===== config.mk =====
export PLATFORM = sky130hd
export DESIGN_NAME = lsu_dmem_master
export DESIGN_NICKNAME = d
export VERILOG_FILES = /design/src/rtl/lsu_dmem_master.sv
export SDC_FILE = /design/constraint.sdc
export NUM_CORES = 1
export LEC_CHECK = 0
export CAP_MARGIN = 25
export CORE_ASPECT_RATIO = 0.9
export CORE_UTILIZATION = 35
export DETAILED_ROUTE_END_ITERATION = 7
export PLACE_DENSITY = 0.65
export SKIP_CTS_REPAIR_TIMING = 1
export SYNTH_ARGS = -nofsm -noshare
export SYNTH_HDL_FRONTEND = slang
export SYNTH_SLANG_ARGS = --single-unit

===== constraint.sdc =====
create_clock -name clk -period 2.6 [get_ports clk]
set_clock_uncertainty 0.15 [all_clocks]
set_input_delay 0.39 -clock clk [delete_from_list [all_inputs] [get_ports clk]]
set_output_delay 0.39 -clock clk [all_outputs]
set_load 0.1 [all_outputs]

===== src/rtl/lsu_dmem_master.sv =====
`default_nettype none
// ============================================================================
// Module   : lsu_dmem_master
// Purpose  : Load/store unit, initiator side of the word-addressed DMEM port.
//            Byte/half stores are done as a read-modify-write.
// Options  : LSU_RANGE_CHECK_EN - flag word indices >= MEM_WORDS as errors
// Revision : 1.0 - initial release
// ============================================================================
module lsu_dmem_master #(
    parameter int MEM_WORDS = 256
) (
    input  logic        clk,
    input  logic        rst,
    input  logic        req_valid,
    output logic        req_ready,
    input  logic        req_store,
    input  logic [2:0]  req_funct3,
    input  logic [31:0] req_addr,
    input  logic [31:0] req_wdata,
    output logic        resp_valid,
    input  logic        resp_ready,
    output logic [31:0] resp_rdata,
    output logic        resp_err,
    output logic        mem_write,
    output logic [31:0] mem_address,
    output logic [31:0] mem_write_data,
    input  logic [31:0] mem_read_data
);

    typedef enum logic [2:0] {
        S_IDLE   = 3'd0,
        S_LOAD   = 3'd1,
        S_RMW_RD = 3'd2,
        S_WRITE  = 3'd3,
        S_RESP   = 3'd4
    } state_t;

    state_t      r_state;
    state_t      w_state_next;

    logic [31:0] r_addr;
    logic [2:0]  r_funct3;
    logic [31:0] r_wdata;
    logic        r_store;
    logic [31:0] r_merge;

    logic        w_illegal;
    logic        w_misaligned;
    logic        w_range_err;
    logic        w_req_err;
    logic [7:0]  w_byte;
    logic [15:0] w_half;
    logic [31:0] w_load_data;
    logic [31:0] w_merged;
    logic [31:0] w_word_addr;

    // Request classification, evaluated on the live request at accept time.
    assign w_illegal    = (req_funct3 == 3'b011) || (req_funct3[2:1] == 2'b11) ||
                          (req_store && req_funct3[2]);
    assign w_misaligned = ((req_funct3[1:0] == 2'b01) && req_addr[0]) ||
                          ((req_funct3 == 3'b010) && (req_addr[1:0] != 2'b00));
`ifdef LSU_RANGE_CHECK_EN
    localparam logic [29:0] c_mem_words = 30'(MEM_WORDS);
    assign w_range_err  = (req_addr[31:2] >= c_mem_words);
`else
    assign w_range_err  = 1'b0;
`endif
    assign w_req_err    = w_illegal || w_misaligned || w_range_err;

    assign w_word_addr  = {r_addr[31:2], 2'b00};

    // Little-endian lane selection and sign/zero extension for loads.
    always_comb begin
        w_half = r_addr[1] ? mem_read_data[31:16] : mem_read_data[15:0];
        case (r_addr[1:0])
            2'b00:   w_byte = mem_read_data[7:0];
            2'b01:   w_byte = mem_read_data[15:8];
            2'b10:   w_byte = mem_read_data[23:16];
            default: w_byte = mem_read_data[31:24];
        endcase
        case (r_funct3)
            3'b000:  w_load_data = {{24{w_byte[7]}}, w_byte};
            3'b001:  w_load_data = {{16{w_half[15]}}, w_half};
            3'b100:  w_load_data = {24'h0, w_byte};
            3'b101:  w_load_data = {16'h0, w_half};
            default: w_load_data = mem_read_data;
        endcase
    end

    // Merge the store lane into the word read back from DMEM.
    always_comb begin
        w_merged = mem_read_data;
        if (r_funct3[1:0] == 2'b00) begin
            case (r_addr[1:0])
                2'b00:   w_merged[7:0]   = r_wdata[7:0];
                2'b01:   w_merged[15:8]  = r_wdata[7:0];
                2'b10:   w_merged[23:16] = r_wdata[7:0];
                default: w_merged[31:24] = r_wdata[7:0];
            endcase
        end else if (r_addr[1]) begin
            w_merged[31:16] = r_wdata[15:0];
        end else begin
            w_merged[15:0]  = r_wdata[15:0];
        end
    end

    // State register; reset returns to IDLE from any state.
    always_ff @(posedge clk) begin
        if (rst) r_state <= S_IDLE;
        else     r_state <= w_state_next;
    end

    // Next-state decode and DMEM/handshake outputs.
    always_comb begin
        w_state_next   = r_state;
        req_ready      = 1'b0;
        resp_valid     = 1'b0;
        mem_write      = 1'b0;
        mem_address    = 32'h0;
        mem_write_data = 32'h0;
        case (r_state)
            S_IDLE: begin
                req_ready = !rst;
                if (req_valid) begin
                    if (w_req_err)                 w_state_next = S_RESP;
                    else if (!req_store)           w_state_next = S_LOAD;
                    else if (req_funct3 == 3'b010) w_state_next = S_WRITE;
                    else                           w_state_next = S_RMW_RD;
                end
            end
            S_LOAD: begin
                mem_address  = w_word_addr;
                w_state_next = S_RESP;
            end
            S_RMW_RD: begin
                mem_address  = w_word_addr;
                w_state_next = S_WRITE;
            end
            S_WRITE: begin
                // Reset gates the strobe combinationally so an aborted RMW never writes.
                mem_write      = r_store && !rst;
                mem_address    = w_word_addr;
                mem_write_data = r_merge;
                w_state_next   = S_RESP;
            end
            S_RESP: begin
                resp_valid = 1'b1;
                if (resp_ready) w_state_next = S_IDLE;
            end
            default: w_state_next = S_IDLE;
        endcase
    end

    // Request latches, merge register and response payload.
    always_ff @(posedge clk) begin
        if (rst) begin
            r_addr     <= 32'h0;
            r_funct3   <= 3'h0;
            r_wdata    <= 32'h0;
            r_store    <= 1'b0;
            r_merge    <= 32'h0;
            resp_rdata <= 32'h0;
            resp_err   <= 1'b0;
        end else begin
            case (r_state)
                S_IDLE: begin
                    if (req_valid) begin
                        r_addr     <= req_addr;
                        r_funct3   <= req_funct3;
                        r_wdata    <= req_wdata;
                        r_store    <= req_store;
                        r_merge    <= req_wdata;
                        resp_rdata <= 32'h0;
                        resp_err   <= w_req_err;
                    end
                end
                S_LOAD:   resp_rdata <= w_load_data;
                S_RMW_RD: r_merge    <= w_merged;
                S_RESP: begin
                    if (resp_ready) begin
                        resp_rdata <= 32'h0;
                        resp_err   <= 1'b0;
                    end
                end
                default: ;
            endcase
        end
    end

endmodule
`default_nettype wire


### After elaboration in Yosys (flattened, before gate mapping)

Index checks and enable logic that the tools add are counted.

* equal/unequal tests: 15
* muxes and demuxes: 29
* reductions and logical operators: 25

Operators with widths (number)
* $mux W32: 6
* $pmux W32 S4: 1
* $pmux W32 S3: 1
* $pmux W32 S2: 1
* $mux W16: 3
* $mux W8: 4
* $pmux W8 S3: 1
* $eq A3 B2 Y1 const B: 4
* $pmux W3 S4: 1
* $eq A3 B3 Y1 const B: 3
* $mux W3: 3
* $eq A3 B1 Y1 const B: 2
* $logic_not A3 Y1: 2
* $mux W1: 6
* $reduce_and A2 Y1: 3
* $reduce_and A3 Y1: 2
* $reduce_bool A2 Y1: 3
* $reduce_or A3 Y1: 2
* $eq A2 B1 Y1 const B: 2
* $eq A2 B2 Y1 const B: 2
* $logic_and A1 B1 Y1: 4
* $logic_not A2 Y1: 2
* $logic_or A1 B1 Y1: 4
* $ne A2 B2 Y1 const B: 2
* 5 further kinds: 5

* register bits: 120
* input port bits: 104
* output and inout bits: 100

### Longest topological paths before layout

Gate-level depths: netlist (run 1).

* depth after elaboration: 7
* depth in mapped cells: 7
* depth with buffers taken out: 4

### Least setup slack after synthesis (run 1)

No wires, ideal clock.

* kind: input to output
* from: in rst
* to: out mem_write
* data arrival time: 3.691 ns
* setup slack: -1.631 ns
* cell stages on the path: 2
* cell sequence: clkbuf_1 -> nor4b_1

* word-level cells in the longest chain between the ends: 3

RTL lines
* from (decl): line 13 `input logic rst,`
* $logic_not A1 Y1: line 141 `mem_write = r_store && !rst;`
* $logic_and A1 B1 Y1: line 141
* $mux W1: line 121 `case (r_state)`
* to (decl): line 24 `output logic mem_write,`

No other way between the ends.

### Worst setup path after layout (run 1)

* from: reg r_state[0]
* to: out mem_write_data[10]

* word-level cells in the longest chain between the ends: 2

RTL lines
* from (decl): line 38 `state_t r_state;`
* from (signal assigned): line 110 `else r_state <= w_state_next;`
* $eq A3 B2 Y1: line 121
* $mux W32: line 121
* to (decl): line 26 `output logic [31:0] mem_write_data,`

No other way between the ends.

==> results of run 1 <==
==> routing by layer <==
metal / vias to the layer above / global-route usage / share of wire / wire length, um
met5: - / 0 / 0 / 0
met4: 0 / 0.0820 / 0.015 / 312
met3: 19 / 0.0523 / 0.064 / 1280
met2: 216 / 0.362 / 0.46 / 9290
met1: 2761 / 0.329 / 0.46 / 9280
li1: 2811 / - / - / -
==> stage by stage <==
step,utilization,setup TNS (ns),std cells,area (um^2)
4_1_cts,0.573,-1.95,1097,9300
3_3_place_gp,0.532,0,1065,8650
2_1_floorplan,-,-0.278,691,5880
5_1_grt,0.573,0,1097,9310
6_report,0.573,0,1097,9310
3_5_place_dp,0.532,0,1065,8650
==> sequential cells by signal, indices dropped and copies added, names as in the netlist <==
| name | count |
|---|---|
| r_store | 1 |
| r_funct3 | 3 |
| r_addr | 32 |
| resp_err | 1 |
| r_merge | 32 |
| r_wdata | 16 |
| resp_rdata | 32 |
| r_state | 3 |
==> power breakdown <==
part           total, W  internal, W  switching [W]
combinational   0.00115     0.000468       0.000682
sequential      0.00207      0.00197      0.0000967
clock           0.00260      0.00175       0.000852
total           0.00582      0.00418        0.00163
==> critical path: stages (launching register included) <==
cell and delay (ns):
sky130_fd_sc_hd__dfxtp_2 0.47, sky130_fd_sc_hd__nand2b_1 0.11, sky130_fd_sc_hd__buf_4 0.16, sky130_fd_sc_hd__nor2_2 0.09, sky130_fd_sc_hd__buf_6 0.24, sky130_fd_sc_hd__and2_1 0.23, sky130_fd_sc_hd__buf_12 0.19
==> kinds of logic after synthesis <==
kind of cell	count (synthesis)	share of synthesized area
simple gates	286	0.252
mux	36	0.0659
flops	120	0.411
buf+inv	65	0.0552
compound gates	182	0.216
other cells	1	0.000641
==> how the worst max path moves through the flow <==
stage	endpoint	slack, ns	cells after the start
CTS	mem_write_data[10]	-0.09	6
global placement	r_state[0]	0.21	5
detailed placement	r_merge[25]	0.19	6
finish	mem_write_data[10]	0.15	6
floorplan	mem_write	-0.28	2
global route	mem_write_data[27]	0.04	6
==> cells in the final DEF, fill, tap and decap left out, types with 3 or more instances in the layout <==
| master | count |
|---|---|
| sky130_fd_sc_hd__a2111oi_1 | 4 |
| sky130_fd_sc_hd__a2111oi_2 | 3 |
| sky130_fd_sc_hd__a211oi_1 | 5 |
| sky130_fd_sc_hd__a21boi_0 | 8 |
| sky130_fd_sc_hd__a21o_1 | 10 |
| sky130_fd_sc_hd__a21oi_1 | 59 |
| sky130_fd_sc_hd__a221o_1 | 17 |
| sky130_fd_sc_hd__a221oi_1 | 5 |
| sky130_fd_sc_hd__a32o_1 | 6 |
| sky130_fd_sc_hd__and2_1 | 69 |
| sky130_fd_sc_hd__and3_1 | 7 |
| sky130_fd_sc_hd__buf_12 | 68 |
| sky130_fd_sc_hd__buf_4 | 55 |
| sky130_fd_sc_hd__bufinv_16 | 5 |
| sky130_fd_sc_hd__clkbuf_16 | 17 |
| sky130_fd_sc_hd__clkdlybuf4s50_1 | 102 |
| sky130_fd_sc_hd__clkinv_2 | 3 |
| sky130_fd_sc_hd__dfxtp_1 | 118 |
| sky130_fd_sc_hd__inv_1 | 4 |
| sky130_fd_sc_hd__mux2_2 | 10 |
| sky130_fd_sc_hd__mux2i_1 | 25 |
| sky130_fd_sc_hd__nand2_1 | 128 |
| sky130_fd_sc_hd__nand2b_1 | 12 |
| sky130_fd_sc_hd__nand3b_1 | 9 |
| sky130_fd_sc_hd__nor2_1 | 32 |
| sky130_fd_sc_hd__nor3_1 | 6 |
| sky130_fd_sc_hd__o21ai_0 | 19 |
| sky130_fd_sc_hd__o221ai_1 | 9 |
| sky130_fd_sc_hd__o22ai_1 | 17 |
| sky130_fd_sc_hd__o2bb2ai_1 | 7 |
| sky130_fd_sc_hd__or4b_2 | 8 |
==> layout make-up <==
type	count	area, um^2
inverter	5	18.8
clock inverter	12	198
multi-input combinational	506	3160
clock buffer	20	457
sequential	120	2400
fill	1438	6930
timing repair buffer	227	2810
tap	207	259
==> run summary, run 1 <==
The run finished, with violations left. The checks that failed: DRC. The routed wire length per instance came out at 18.4 um. The startpoint of the worst hold path is rst. The worst slew slack as a fraction of its limit is 0.434. The later-pin clock latency in the skew report is 0.41 ns. Setup repair after global routing left no endpoint under its margin.

After synthesis, the cell types taking the most area are sky130_fd_sc_hd__dfxtp_1, sky130_fd_sc_hd__nand2_1, sky130_fd_sc_hd__and2_1. sky130_fd_sc_hd__dfxtp_1 takes more of the synthesized area than any other cell. Power spread over the standard cell area amounts to 625 mW/mm^2. The wire length of the first global-routing pass is 31500 um. The count of warnings emitted by yosys is 0. The root buffer cell chosen for the clock tree is sky130_fd_sc_hd__clkbuf_16. The required time at the endpoint of the critical path is 2.06 ns.

The standard-cell row count is 44. The final critical delay including setup and external delays is 2.45 ns. The aggregate global routing overflow is 0.

The most common cell in the synthesized netlist is sky130_fd_sc_hd__nand2_1. The mapped netlist covers 0.00585 mm^2. The DRC violations left is 18. The full die area came out at 0.0172 mm^2. The maximum clock path buffer count is 2.

The worst hold path belongs to the class input port to flop. The startpoint identified for the worst register-to-register timing path is r_addr[0]. The worst setup path is launched from a flop. The final-report max-slew violation count is 0.

Ranked by instance count, the synthesized netlist is headed by sky130_fd_sc_hd__nand2_1, sky130_fd_sc_hd__dfxtp_1, sky130_fd_sc_hd__and2_1. Among all flip-flop cells after synthesis, the most frequent one is sky130_fd_sc_hd__dfxtp_1. The pin count of the biggest net entering global routing came out at 77. The number of distinct library cell variants in the gate-level netlist after synthesis is 56. In this run the critical register-to-register path is captured at resp_rdata[22].

The sequential fraction of the synthesis area is 0.411. The register bit total from synthesis is 120. The routability congestion estimate from global placement is 0.837.

The maximum fanout along the worst path is 32. The setup violation total in the final timing report came out at 0. Summing internal, switching and leakage power gives 0.00582 W. The average vias per placed instance is 5.29. The end point of the most critical hold path is r_addr[14]. The total track usage is 0.237. Synthesis produced a netlist whose cell count is 690.

In this run the static leakage power is 3.72 nW. The floorplan step set the die width to 138 um. From synthesis to final layout, the design area changed by 59.0%. In this run the worst setup path begins at r_state[0].

Data on the critical path arrives at its endpoint at 1.91 ns. Once detail routing completed, the nets flagged for antenna violations numbered 0. The net count of the finished layout came out at 981. Of the post-synthesis cell area, the dominant cell type holds 0.411.

The initial standard-cell utilization of the core is 0.360. The slew at the pin with the worst max-slew slack is 0.843 ns. The first TritonRoute pass finished after 7 iterations. The number of synthesized flops with an enable pin is 0. The fmax came out at 409 MHz. In the final layout, the share of cells above drive strength 1 is 0.216. The via count of the first global-routing pass came out at 5430. Counting flops with an async set or reset pin after synthesis yields a share of 0. The reg-to-reg setup timing slack is 0.37 ns.

The critical path in this run is classified as flop to primary output. The count of pins on the block boundary came out at 204. The iteration-0 DRC count of the detailed router is 511. The TritonCTS clock tree is done. Summed over all nets, the half-perimeter wirelength after detailed placement is 14700 um. The worst reg2reg path depth is 4. VDD sags by at most 498 uV. The final setup slack of the worst path came out at 0.154 ns. The number of diodes is 0.

The core box area is 0.0162 mm^2. The worst setup slack before clock tree synthesis is 0.185 ns. The number of antenna violations at the first check in global routing was 0.

In the finished design, the share of the clock period the worst path needs comes to 0.941. The total clock buffers created by CTS is 17. The cell depth of the worst min-delay path is 2.

The max-capacitance violation count is 0. The clock slew seen by the registers of the worst setup and hold paths came out at 0.05 ns. The synthesized area per cell is 8.48 um^2. The worst hold margin came out at 0.186 ns. The worst setup path is captured at a primary output. The number of buffers added on ports came out at 201. The die is 125 um tall. Clock tree synthesis found a total of 120 sinks. The final routed wirelength across all metal layers is 20200 um. CTS built an H-tree with a depth of 4. The total vias in the final route came out at 5807. The final hold violation count was 0.
(Power assumes the default switching activity.)
==> run 2, diff against run 1 <==
==> constraint.sdc (replaced) <==
create_clock -name clk -period 2.6 [get_ports clk]
set_clock_uncertainty 0.15 [all_clocks]
set_input_delay 0.39 -clock clk [delete_from_list [all_inputs] [get_ports clk]]
set_output_delay 0.39 -clock clk [all_outputs]
set_load 0.005 [all_outputs]
==> run 2 against run 1 <==
Effect of this change: the flow still finishes with violations (DRC); sequential power hardly changed; wire length increased by 0.70%; critical endpoint is now mem_write_data[9]; setup slack worse by 0.075 ns; largest power group unchanged; global-route usage increased by 0.078 points; utilization fell by 3.6 points; clock power decreased by 7%; sequential share of layout area is 1.7 points higher.
==> run summary, run 2 (synthesized netlist as in run 1, its figures left out) <==
The flow ran to the end, but the final reports show violations. The final reports fail on DRC. The final setup TNS was 0 ns (unchanged). The final critical delay including setup and external delays is 2.52 ns (+0.0754 ns). The via count of the first global-routing pass came out at 5598 (+3.1%). For this design, the slowest cell found on the critical path is sky130_fd_sc_hd__clkdlybuf4s50_1. The number of inserted filler cells in the final layout is 1526 (+6.1%).

The endpoint identified for the worst register-to-register timing path is resp_rdata[19]. The kind of cell with the highest combined delay along the critical path is buffers and inverters. TritonCTS built the clock tree. The part of the cycle the worst path needs is 0.970 (+0.0290). The average vias per placed instance came out at 5.24 (-0.99%).

The maximum fanout along the worst path is 8 (-75%). The library cell used most frequently in the layout, excluding fill and tap cells, is sky130_fd_sc_hd__clkdlybuf4s50_1. The clock slew seen by the registers of the worst setup and hold paths came out at 0.06 ns (about the same). The deepest level of the CTS H-tree is 4 (unchanged).

The routed wire length per instance came out at 18.5 um (+0.42%). In this run the worst setup path begins at r_state[2]. The max-capacitance violation count is 0 (unchanged).

The final-report max-slew violation count came out at 0 (unchanged). The full die area came out at 0.0172 mm^2 (unchanged). The DRC violations left came out at 22 (+4). The slew at the pin with the worst max-slew slack came to 0.926 ns (+0.0825 ns). The required time at the endpoint of the critical path is 2.06 ns (about the same). The core box area came out at 0.0162 mm^2 (unchanged). The critical path goes through nand2b_4 > nor2_4 > buf_6 > and2_1 > clkdlybuf4s50_1.

The count of buffer and inverter cells on the critical path came to 2 (-1). The class of the most critical setup path is flop to primary output. The iteration-0 DRC count of the detailed router came out at 553 (+8.2%). The setup violation total in the final timing report came out at 0 (unchanged). The startpoint identified for the worst register-to-register timing path is r_addr[1].

The worst reg2reg path depth came out at 4 (unchanged). The pin count of the biggest net entering global routing came out at 66 (-14%). The final total power is 0.00542 W (-6.8%).

The width of the die came to 138 um (unchanged). The fmax is 397 MHz (-3.0%). The data arrival time at the worst-slack endpoint came out at 1.98 ns (+0.07 ns).

Setup repair after global routing left no endpoint under its margin. The count of pins on the block boundary came out at 204 (unchanged). The total track usage is 0.238 (+0.000776). The combined flip-flop and latch cell area is 0.00240 mm^2 (unchanged). The worst slew slack as a fraction of its limit came out at 0.378 (-0.0554). STA classifies the critical path startpoint as a flop. The total clock buffers created by CTS is 17 (unchanged). The critical path ends at mem_write_data[9].

The number of diodes came to 0 (unchanged). The power density over cell area came out at 621 mW/mm^2 (-0.57%). The first-pass iteration count of the detailed router came out at 8 (+1). The aggregate global routing overflow came out at 0 (unchanged). The peak ir drop on the vdd network is 474 uV (-4.9%). The die height was 125 um (unchanged).

The leakage power summed over all cells is 3.36 nW (-9.6%). The worst stage delay on the critical path is 0.52 ns (+0.05 ns). The routability congestion estimate from global placement is 0.835 (-0.19%).

The number of antenna violations at the first check in global routing is 0 (unchanged). The reg-to-reg setup timing slack came out at 0.28 ns (-0.09 ns). The wire length of the first global-routing pass is 31700 um (+0.83%). The standard-cell row count was 44 (unchanged). The post-detailed-placement half-perimeter wirelength is 14500 um (-1.4%). The maximum clock path buffer count is 2 (unchanged).

In the layout the commonest cells are sky130_fd_sc_hd__clkdlybuf4s50_1, sky130_fd_sc_hd__nand2_1, sky130_fd_sc_hd__dfxtp_1. The depth of the critical timing path with buffers and inverters included was 5 (-1). The final routed wirelength across all metal layers came out at 20300 um (+0.70%). The number of buffers added on ports is 201 (unchanged). The initial standard-cell utilization of the core is 0.360 (unchanged). The remaining antenna violation count was 0 (unchanged). The clock sink count is 120 (unchanged).

The later-pin clock latency in the skew report was 0.41 ns (about the same). The path type of the worst min-delay path is flop to flop. The total vias in the final route is 5765 (-0.72%). The net count of the finished layout came out at 984 (+0.31%). The area occupied by multi-input gates is 0.00315 mm^2 (-0.20%). The share of post-route cells with drive strength above 1 is 0.106 (-0.109). The kind of end point of the critical path is a primary output. The tree is rooted in a sky130_fd_sc_hd__clkbuf_16. In the final layout, the registers with the most flip-flops are r_addr (32), r_merge (32), resp_rdata (32). The final hold violation count came out at 0 (unchanged). The startpoint of the worst hold path is r_addr[23]. The area growth from synthesis to final layout is 49.1%.
run 2: cell types whose count changed in the layout (fill, tap and decap cells not counted), sizes merged:
cell and change:
clkinvlp -1, clkbuf +4, buf -95, inv -1, dlymetal6s2s +1, clkdlybuf4s50 +97, bufinv -2
run 2: layout make-up:
| class | instances | area share |
|---|---|---|
| multi-input cells | 506 | 0.361 |
| flip-flops and latches | 120 | 0.276 |
| repair buffers | 230 | 0.262 |
| clock buffers | 24 | 0.0552 |
| well taps | 207 | 0.0297 |
| clock inverters | 8 | 0.0136 |
| inverters | 5 | 0.00258 |
run 2: stage by stage:
stage | hold WS (ns) | worst slack [ns] | util | std cells | instance area, um^2
floorplan | 0.282 | 0.790 | - | 691 | 5860
global placement | 0.286 | 0.0754 | 0.496 | 1064 | 8060
detailed placement | 0.293 | 0.0922 | 0.497 | 1065 | 8070
CTS | 0.300 | -0.0623 | 0.534 | 1097 | 8670
global route | 0.320 | 0.000391 | 0.537 | 1100 | 8730
finish | 0.296 | 0.0790 | 0.537 | 1100 | 8730
run 2: power by group:
group	total, W	switching, W	internal (W)
Sequential	0.00207	0.0000969	0.00197
Clock	0.00241	0.000836	0.00158
Combinational	0.000942	0.000489	0.000453
run 2: routing by layer:
metal	up-vias	global-route usage	share of wire
li1	2817	-	-
met3	22	0.0515	0.069
met2	230	0.363	0.45
met4	0	0.0595	0.012
met1	2696	0.339	0.47
met5	-	0	0
run 2: worst min-delay path by stage:
| stage | depth (start not counted) | end |
|---|---|---|
| 2_1_floorplan | 2 | r_store |
| 3_3_place_gp | 1 | resp_rdata[13] |
| 3_5_place_dp | 2 | r_addr[26] |
| 4_1_cts | 2 | r_addr[26] |
| 5_1_grt | 2 | r_addr[26] |
| 6_report | 2 | r_addr[23] |
run 2: worst register-to-register path, stage by stage (launching register included):
cell,delay (ns)
sky130_fd_sc_hd__dfxtp_1,0.69
sky130_fd_sc_hd__mux2_2,0.30
sky130_fd_sc_hd__mux2i_1,0.11
sky130_fd_sc_hd__nor4_4,0.79
sky130_fd_sc_hd__a221o_1,0.21
==> patch 1, RTL diff (config.mk and constraints of run 2) <==
Add a define of `LSU_RANGE_CHECK_EN`.
--- a/src/rtl/lsu_dmem_master.sv
+++ b/src/rtl/lsu_dmem_master.sv
@@ -6,6 +6,8 @@
 // Options  : LSU_RANGE_CHECK_EN - flag word indices >= MEM_WORDS as errors
 // Revision : 1.0 - initial release
 // ============================================================================
+`define LSU_RANGE_CHECK_EN
+
 module lsu_dmem_master #(
     parameter int MEM_WORDS = 256
 ) (
Behaviour: not the same (Yosys sat finds a counterexample within 4 cycles, from zero or initial values and one cycle with rst high).
==> patch 1 against run 2 <==
Sequential cell count is the same. Register-to-register slack gained 0.04 ns. Wire length grew 4.0%. Combinational power shrank 29%. Fmax shrank 0.67%. Worst setup slack lost 0.017 ns. Count of clock-buffer cells in the layout is the same. Highest routed layer unchanged. Design area grew 1.5%. Synthesized area grew 2.6%. Critical path type unchanged. Power shrank 6.0%.
==> patch 1: results <==
[status]
outcome = "completed"

[final_layout]
finish.utilization_pct = 52.63
final_cell_count_no_fill = 1125
multi_input_gates = 525
fillers = 1573
nets = 1006
post_route_cells_drive_above_1_share_pct = 10.18
inverters = 3
nonClockBufferCount = 235
bufAreaShareNonClock_pct = 25.87
seq_area_share_pct = 27.15
final-clk-cell-share_pct = 6.961
multiInputGateArea_mm2 = 0.003271

[drt]
num_vias = 6077
drt-pass1-iter-count = 5

[synth]
synth_compound_area_share_pct = 24.80
synth_area_mm2 = 0.006003
synthTopCellsByCount = "nand2_1, dfxtp_1, a21oi_1, clkbuf_1, a211oi_1"
synth.top_cells.by_area = "dfxtp_1, nand2_1, a21oi_1, a211oi_1, and3_1"
synth_mux_area_share_pct = 3.376
synth_xor_area_share_pct = 0
yosysUniqueCellTypes = 50
seq_area_frac_synth_pct = 40.02
avgSynthCellArea_um2 = 8.396

[setup_path]
reg2regPathDepth = 5
reg2reg_to = "r_merge[27]"
reg2reg_from = "r_funct3[0]"
endpoint = "req_ready"
worst-endpoint-arrival_ns = 2.00

[worst_hold_path]
hp-start = "rst"
hold_path.class = "in2reg"

[place]
dp_hpwl_um = 15120
dpl_cell_area_mm2 = 0.008198
place_ws_ns = 0.1942
gp_congestion = 0.9730

[global_route]
grt_usage_pct = 24.02
grt_pass1_wl_um = 32660
first_global_vias = 5766
grt_max_degree = 48

[power_and_ir_drop]
vdd_drop_max_mv = 0.5108

[timing]
holdWs_ns = 0.1530
hold_viol = 0
finalWorstSetupSlack_ns = 0.06216
max_slew_margin_pct = 42.19
==> patch 1: changes by cell type in the layout (fill, tap and decap cells not counted), moves of 10 or more <==
| cell | delta |
|---|---|
| a211oi_1 | +29 |
| a21oi_1 | +11 |
| a31oi_1 | +24 |
| and2_1 | -38 |
| and3_1 | +26 |
| mux2_2 | -10 |
| nor2_1 | -22 |
| nor2b_1 | +23 |
| o22ai_1 | -10 |
| o2bb2ai_1 | +11 |
==> patch 1: report_power, final <==
group          switching, mW  internal [mW]  leakage, nW
logic                  0.351          0.319         2.05
clock network          0.822           1.63        0.298
registers             0.0561           1.92        0.981
total                   1.23           3.87         3.33
==> patch 1: routing by layer <==
| metal | up-vias | wire length, um | GRT usage, % |
|---|---|---|---|
| met3 | 39 | 1640 | 6.730 |
| met5 | - | 0 | 0 |
| li1 | 2968 | - | - |
| met2 | 247 | 9088 | 34.03 |
| met1 | 2823 | 9986 | 34.50 |
| met4 | 0 | 395 | 8.209 |
==> patch 2, RTL diff (settings of run 2) <==
Without the edit above. Re-encode `state_t` (5 states) as one-hot, 5 bits wide.
--- a/src/rtl/lsu_dmem_master.sv
+++ b/src/rtl/lsu_dmem_master.sv
@@ -27,12 +27,12 @@
     input  logic [31:0] mem_read_data
 );
 
-    typedef enum logic [2:0] {
-        S_IDLE   = 3'd0,
-        S_LOAD   = 3'd1,
-        S_RMW_RD = 3'd2,
-        S_WRITE  = 3'd3,
-        S_RESP   = 3'd4
+    typedef enum logic [4:0] {
+        S_IDLE   = 5'b00001,
+        S_LOAD   = 5'b00010,
+        S_RMW_RD = 5'b00100,
+        S_WRITE  = 5'b01000,
+        S_RESP   = 5'b10000
     } state_t;
 
     state_t      r_state;
Check against the original RTL: same outputs for any inputs over 4 cycles, from zero or initial values and one cycle with rst high; so few cycles prove little.
==> patch 2 against run 2 <==
Final cell count down 1.2%. Power down 0.36%. Wire length up 0.98%. Worst hold slack worse by 0.077 ns. Synthesized cell count down 2.0%. Global-route usage down 0.47 points. Core utilization up 0.99 points. The run ends with negative setup slack left. Worst setup slack worse by 0.11 ns. Combinational power up 9%. Count of clock-buffer cells in the layout down 5. Design area up 1.5%. Synthesized area down 0.81%. Sequential cell count up 2. Largest power group unchanged.
==> patch 2: results <==
[clock_network]
cts_buffers = 17
cts-htree-levels = 4
cts-root-buf = "clkbuf_16"
clkSlewWorstSetupHoldPaths_ns = 0.06

[final_layout]
reg_top3 = "r_addr (32), r_merge (32), resp_rdata (32)"
fillers = 1520
post_route_cells_drive_above_1_share_pct = 10.23
syn2layout_area_growth_pct = 52.60
nets = 971

[setup_path]
crit_path_max_incr_delay_ns = 0.50
crit_family = "buffers and inverters"
worst-endpoint-arrival_ns = 2.09
crit_path_max_fanout = 31

[place]
gp_congestion = 0.8880
port_buffers = 201
dp_hpwl_um = 14140
dpl_cell_area_mm2 = 0.008003

[synth]
async_flop_share_pct = 0
synth.top_cells.by_area = "dfxtp_1, nand2_1, and2_1, a21oi_1, mux2i_1"
yosys_warnings = 0
synth_ff_type = "dfxtp_1"
synthTopCellsByCount = "nand2_1, dfxtp_1, a21oi_1, and2_1, o22ai_1"
yosysUniqueCellTypes = 53
seq_area_frac_synth_pct = 42.08
synth-edff-count = 0

[global_route]
grt_pass1_wl_um = 29810
use_met3_pct = 5.535
grt_use_met1_pct = 33.55
grt_max_degree = 69
grt_antenna_before_repair = 0
grt_usage_pct = 23.36
first_global_vias = 5186
met2_usage_pct = 33.54

[power_and_ir_drop]
vdd_drop_max_mv = 0.4285
p_leak_nw = 4.363

[drt]
vias_per_cell = 5.336
drt-pass1-iter-count = 6
wl_um = 20510
first_iter_violations = 459

[timing]
max_slew_margin_pct = 56.25
finalWorstSetupSlack_ns = -0.03130
setup_viol = 2

[worst_hold_path]
hold_path.class = "in2reg"

[status]
violations = "negative setup slack"
outcome = "finished, violations left"
patch 2: changes by cell type after synthesis, sizes merged, moves of 9 or more:
cell	before	now
a21o	10	1
o2bb2ai	7	21
nor2	34	18
o21ai	21	5
a21oi	61	74
o22ai	17	41
mux2i	25	34
patch 2: kinds of logic after synthesis:
group | share of synthesized area (%)
simple gates | 21.30
compound gates | 23.11
flops | 42.08
buf+inv | 5.691
mux | 7.610
xor+xnor | 0.1509
other cells | 0.06461
patch 2: final timing paths:
| kind | startpoint | end | slack (ns) | cells past startpoint |
|---|---|---|---|---|
| max | r_state[3] | mem_address[30] | -0.03 | 6 |
| min | rst | r_addr[3] | 0.22 | 2 |
| max reg2reg | r_addr[1] | r_merge[24] | 0.40 | 4 |
| min reg2reg | r_addr[3] | r_addr[3] | 0.30 | 2 |
patch 2: report_power, final:
group	total [mW]	internal, mW	leakage (nW)	switching, mW
registers	2.11	2.01	0.998	0.101
clock network	2.25	1.34	0.266	0.912
logic	1.03	0.462	3.10	0.572
patch 2: per-layer routing:
| layer | up-vias | wire length [um] |
|---|---|---|
| met1 | 2745 | 9643 |
| met2 | 217 | 9263 |
| met3 | 29 | 1219 |
| met5 | - | 0 |
| li1 | 2809 | - |
| met4 | 0 | 382 |
patch 2: area by class of cell:
type	count	share of cell area [%]
multi-input combinational	490	34.69
sequential	122	27.72
clock inverter	13	1.384
tap	207	2.924
timing repair buffer	232	28.11
clock buffer	19	5.001
inverter	4	0.1695
patch 2: through the flow:
step,worst slack [ns],instances,total power [mW],setup TNS [ns]
after floorplan,0.7089,677,2.765,0
after global placement,0.2520,1047,3.164,0
after detailed placement,0.2454,1047,3.173,0
after CTS,-0.2253,1079,5.434,-11.22
after global routing,-0.1509,1087,5.655,-0.4214
final,-0.03130,1087,5.403,-0.05335
